`src/rtl/credit_rx_buf_if.sv`:
```
// ============================================================
// credit_rx_buf_if : link and consumer handshake bundle for credit_rx_buf
// Rev 1.0
// ============================================================
`default_nettype none

interface credit_rx_buf_if #(
  parameter int DW = 8,
  parameter int BW = 4
);
  logic          in_valid;
  logic [DW-1:0] in_data;
  logic          out_valid;
  logic [DW-1:0] out_data;
  logic          out_ready;
  logic          load_first_credits;
  logic [BW-1:0] first_credits;
  logic          credit_in;

  // master: link sender plus downstream consumer
  modport master (
    output in_valid, in_data, out_ready,
    input  out_valid, out_data, load_first_credits, first_credits, credit_in
  );

  // slave: the receive buffer itself
  modport slave (
    input  in_valid, in_data, out_ready,
    output out_valid, out_data, load_first_credits, first_credits, credit_in
  );
endinterface

`default_nettype wire

```
`src/rtl/credit_rx_buf.sv`:
```
// ============================================================
// credit_rx_buf : credit-link receive FIFO; optional CREDIT_RX_CHK_EN adds protocol_err
// Rev 1.0
// ============================================================
`default_nettype none

module credit_rx_buf #(
  parameter int DW    = 8,
  parameter int DEPTH = 8,
  parameter int BW    = 4
) (
  input  wire logic       clk,
  input  wire logic       rst_b,
  credit_rx_buf_if.slave  bus
`ifdef CREDIT_RX_CHK_EN
  ,
  output logic            protocol_err
`endif
);

  localparam int PW = $clog2(DEPTH);
  localparam int CW = $clog2(DEPTH + 1);
  localparam logic [CW-1:0] c_full = CW'(DEPTH);
  localparam logic [PW-1:0] c_last = PW'(DEPTH - 1);

  typedef enum logic [1:0] {
    ST_RST = 2'd0,
    ST_ADV = 2'd1,
    ST_RUN = 2'd2
  } state_t;

  state_t        state_q, state_d;
  logic [PW-1:0] wr_ptr_q, wr_ptr_d;
  logic [PW-1:0] rd_ptr_q, rd_ptr_d;
  logic [CW-1:0] count_q, count_d;
  logic          credit_q, credit_d;
  logic [DW-1:0] mem_q [DEPTH];

  logic w_run;
  logic w_full;
  logic w_pop;
  logic w_push;
  logic w_load;

  assign w_run  = (state_q == ST_RUN);
  assign w_full = (count_q == c_full);
  assign w_pop  = (count_q != '0) && bus.out_ready;
  // a full buffer still accepts a beat when the head leaves in the same cycle
  assign w_push = bus.in_valid && w_run && (!w_full || w_pop);

  always_comb begin
    state_d = state_q;
    w_load  = 1'b0;
    case (state_q)
      ST_RST: state_d = ST_ADV;
      ST_ADV: begin
        state_d = ST_RUN;
        w_load  = 1'b1;
      end
      ST_RUN: state_d = ST_RUN;
      default: state_d = ST_RST;
    endcase
  end

  always_comb begin
    wr_ptr_d = wr_ptr_q;
    rd_ptr_d = rd_ptr_q;
    count_d  = count_q;
    credit_d = w_pop;
    if (w_push) begin
      wr_ptr_d = (wr_ptr_q == c_last) ? '0 : wr_ptr_q + PW'(1);
    end
    if (w_pop) begin
      rd_ptr_d = (rd_ptr_q == c_last) ? '0 : rd_ptr_q + PW'(1);
    end
    case ({w_push, w_pop})
      2'b10:   count_d = count_q + CW'(1);
      2'b01:   count_d = count_q - CW'(1);
      default: count_d = count_q;
    endcase
  end

  always_ff @(posedge clk) begin
    if (!rst_b) begin
      state_q  <= ST_RST;
      wr_ptr_q <= '0;
      rd_ptr_q <= '0;
      count_q  <= '0;
      credit_q <= 1'b0;
    end else begin
      state_q  <= state_d;
      wr_ptr_q <= wr_ptr_d;
      rd_ptr_q <= rd_ptr_d;
      count_q  <= count_d;
      credit_q <= credit_d;
    end
  end

  // storage carries no reset; stale entries are unreachable once count is zero
  always_ff @(posedge clk) begin
    if (rst_b && w_push) begin
      mem_q[wr_ptr_q] <= bus.in_data;
    end
  end

  assign bus.out_valid          = (count_q != '0);
  assign bus.out_data           = mem_q[rd_ptr_q];
  assign bus.load_first_credits = w_load;
  assign bus.first_credits      = BW'(DEPTH);
  assign bus.credit_in          = credit_q;

`ifdef CREDIT_RX_CHK_EN
  logic err_q, err_d;

  always_comb begin
    err_d = err_q;
    if (bus.in_valid && (!w_run || (w_full && !w_pop))) begin
      err_d = 1'b1;
    end
  end

  always_ff @(posedge clk) begin
    if (!rst_b) begin
      err_q <= 1'b0;
    end else begin
      err_q <= err_d;
    end
  end

  assign protocol_err = err_q;
`endif

endmodule

`default_nettype wire

```
`src/flat_wrapper.sv`:
```
// flat-port wrapper written by rule: the top's interface ports become plain ports
module credit_rx_buf_flat 
#(
  parameter int DW    = 8,
  parameter int DEPTH = 8,
  parameter int BW    = 4
)
  (clk, rst_b, bus_in_valid, bus_in_data, bus_out_ready, bus_out_valid, bus_out_data, bus_load_first_credits, bus_first_credits, bus_credit_in);
  credit_rx_buf_if #(.DW(DW), .BW(BW)) bus_i ();
  input  wire logic clk;
  input  wire logic rst_b;
  input wire logic [$bits(bus_i.in_valid)-1:0] bus_in_valid;
  input wire logic [$bits(bus_i.in_data)-1:0] bus_in_data;
  input wire logic [$bits(bus_i.out_ready)-1:0] bus_out_ready;
  output wire logic [$bits(bus_i.out_valid)-1:0] bus_out_valid;
  output wire logic [$bits(bus_i.out_data)-1:0] bus_out_data;
  output wire logic [$bits(bus_i.load_first_credits)-1:0] bus_load_first_credits;
  output wire logic [$bits(bus_i.first_credits)-1:0] bus_first_credits;
  output wire logic [$bits(bus_i.credit_in)-1:0] bus_credit_in;
  assign bus_i.in_valid = bus_in_valid;
  assign bus_i.in_data = bus_in_data;
  assign bus_i.out_ready = bus_out_ready;
  assign bus_out_valid = bus_i.out_valid;
  assign bus_out_data = bus_i.out_data;
  assign bus_load_first_credits = bus_i.load_first_credits;
  assign bus_first_credits = bus_i.first_credits;
  assign bus_credit_in = bus_i.credit_in;
  credit_rx_buf #(.DW(DW), .DEPTH(DEPTH), .BW(BW)) u_core (.clk(clk), .rst_b(rst_b), .bus(bus_i));
endmodule
```
`config.mk`:
```
export PLATFORM = sky130hd
export DESIGN_NAME = credit_rx_buf_flat
export DESIGN_NICKNAME = d
export VERILOG_FILES = /design/src/rtl/credit_rx_buf_if.sv /design/src/rtl/credit_rx_buf.sv /design/src/flat_wrapper.sv
export SDC_FILE = /design/constraint.sdc
export NUM_CORES = 1
export LEC_CHECK = 0
export CAP_MARGIN = 10
export CORE_ASPECT_RATIO = 1.25
export CORE_MARGIN = 4
export CORE_UTILIZATION = 50
export CTS_CLUSTER_SIZE = 12
export DETAILED_ROUTE_END_ITERATION = 10
export PLACE_DENSITY = 0.71
export SLEW_MARGIN = 5
export SYNTH_ARGS = -nofsm -noshare
export SYNTH_HDL_FRONTEND = slang
export SYNTH_SLANG_ARGS = --single-unit
```
`constraint.sdc`:
```
create_clock -name clk -period 2.55 [get_ports clk]
set_input_delay 0.6375 -clock clk [delete_from_list [all_inputs] [get_ports clk]]
set_output_delay 0.6375 -clock clk [all_outputs]
set_load 0.05 [all_outputs]
```
==> qor.csv <==
metric,value,unit
outcome,finished clean,
vias per cell,5.40,
vias,1767,
Synth async-reset ratio,0,%
number of global-route vias before repair,1695,
Slew Limit Fails,0,
Layout area overhead,20.8,%
CTS tree,built,
"most common cell after layout, fill and taps aside",edfxtp_1,
DR WL/cell,17.6,um
worst path arrival time,1.87,ns
Worst-path clk slew,0.08,ns
CP max FO,8,
drt total wl,5.76,mm
Mapped Area,0.00336,sq mm
htree depth,3,
clock buffer count from CTS,9,
initial core utilization,51.2,%
hold_ws,0.508,ns
Sw Ratio,26.6,%
critical path endpoint category,output port,
Root Driver,clkbuf_8,
Max stage delay on crit path,0.55,ns
initial antenna violation count,0,
YS warnings,0,
cts hold-fix bufs,0,
Slew HR,66.4,%
GRT overflow,0,
post-route ant nets,0,
NetSw,0.910,mW
Max Fclk,399,MHz
Sum Neg Setup Slack,0,ns
layout cell share with drive strength beyond 1,24.6,%
Met1 Wirelength,2.42,mm
antenna cells,0,
RSZ-0062 raised after global routing,yes,
Synth Flop Type,edfxtp_1,
VDD IR max,0.641,mV
clock tree sinks,80,
routed wl met3,317,um
MaxCap Viol Count,0,
worst-path cell chain,buf_12 > mux4_1 > mux2_2 > buf_6,
All-Layer GR Usage,15.6,%
Internal,2.52,mW
logic gate share of total power,24.9,%
#FFs+latches synth,80,
total power,3.43,mW
Leakage,1.43,nW
CP required,1.91,ns
Startpoint Class,flop,
clock power share,31.5,%
area post-placement,0.00377,sq mm
placeable core area,0.00657,sq mm
Syn Area/Cell,17.7,sq um
IO Pins,27,
die height,99.6,um
number of I/O port buffers,22,
final setup vio count,0,
largest net degree at the start of global routing,17,
Fin. Hold Viols,0,
minimum clock period after layout,2.51,ns
most frequent cells in the layout,"edfxtp_1 (64), buf_4 (19), dfxtp_1 (15), mux4_1 (13), clkdlybuf4s50_1 (13)",
Skew-Pair Late Insertion Delay,0.34,ns
period utilization,98.4,%
full die area,0.00810,sq mm
sequential share of power,43.5,%
"Distinct cells, synth",36,
Starting DRT DRC Count,74,
Site Rows,33,
GP Congestion,0.734,
first-pass GRT wire length,8.99,mm
PwrDens,845,mW/mm^2
die width,81.3,um
Max clock buf depth,2,
DRC violations left,0,
dpl hpwl,3.62,mm
met2 routed WL,2.97,mm
sequential fraction of the synthesis area,66.7,%
"EDFF count, synth",64,
Post-Layout Inst Area,0.00406,sq mm
Gate Count Post-Synth,190,
Slew @ Worst Pin,0.503,ns
top sig layer,met4,
clock skew,0.00972,ns
path category of the worst min-delay check,reg -> reg,
slowest cell on the critical path,mux4_1,
Crit Path Category,reg -> out,
final net count,257,
drt pass-1 iters,4,
-- power by group through the flow --
stage	Sequential [mW]	Clock [mW]	Combinational, mW
finish	1.49	1.08	0.855
global route	1.50	1.16	0.922
CTS	1.49	1.10	0.867
detailed placement	1.51	0	0.816
global placement	1.51	0	0.807
floorplan	1.52	0	0.576
-- kinds of logic (layout without fill, tap and decap cells) --
family | after synthesis | after routing | share of synthesized area (%)
other | 2 | 4 | 0.224
multiplexers | 28 | 28 | 16.3
flip-flops | 80 | 80 | 66.7
AO/OA/AOI/OAI | 11 | 11 | 2.64
AND/OR/NAND/NOR | 40 | 40 | 6.63
XOR/XNOR | 3 | 3 | 0.782
buffers and inverters | 16 | 64 | 2.98
adder cells (fa/ha/maj) | 10 | 10 | 3.72
-- synth_stat cells (3+ instances only) --
cell,count,area [sq um]
nor2b_1,6,37.5
nor2_1,3,11.3
and2_1,3,18.8
nand2b_1,3,18.8
mux4_1,15,394
mux2i_1,4,40.0
a21boi_0,4,30.0
mux2_2,8,90.1
nor3_1,5,25.0
clkbuf_1,3,11.3
dfxtp_1,16,320
ha_1,10,125
inv_1,5,18.8
edfxtp_1,64,1920
nand2_1,10,37.5
buf_4,4,30.0
or3_1,3,18.8
-- sequential cells by signal, summed over array words and instances (netlist names), named ones only --
signal                flops
u_core.mem_q             64
u_core.bus.credit_in      1
u_core.state_q            2
u_core.rd_ptr_q           3
u_core.wr_ptr_q           3
u_core.count_q            4
-- per-layer routing --
layer | track usage [%] | vias to the layer above
li1 | - | 826
met1 | 20.2 | 893
met2 | 24.9 | 44
met3 | 2.72 | 4
met4 | 7.80 | 0
met5 | 0 | -
-- through the flow --
stage / std cells / setup slack (ns) / utilization (%)
finish: 327 / 0.0419 / 61.8
global route: 327 / -0.0154 / 61.8
CTS: 327 / 0.00136 / 61.7
detailed placement: 310 / -0.218 / 57.4
global placement: 310 / -0.122 / 57.4
floorplan: 192 / 0.0321 / -
-- worst max-delay path, delay by kind of cell (launching register included) --
kind,cells,cell delay [ns]
buffers and inverters,2,0.30
muxes,2,0.84
DFF,1,0.39
-- area by class of cell --
type,count,area [sq um]
timing repair buffer,43,419
clock inverter,6,108
clock buffer,10,128
tap,87,109
inverter,5,18.8
sequential,80,2250
fill,475,2510
multi-input combinational,96,1030
-- timing repair --
action                                  in CTS  in global routing
endpoints found under the setup margin       9                  5
cloned                                       1                  0
setup buffers                                0                  0
resized for setup                           13                  1
-- final timing paths --
path | startpoint | endpoint | slack (ns) | cells after the start
max | flop | bus_out_data[5] | 0.04 | 4
min | u_core.rd_ptr_q[0] | flop | 0.51 | 2
min reg2reg | u_core.rd_ptr_q[0] | flop | 0.51 | 2
max reg2reg | u_core.count_q[3] | u_core.count_q[2] | 0.17 | 10
Power figures use the tool's default switching activity.
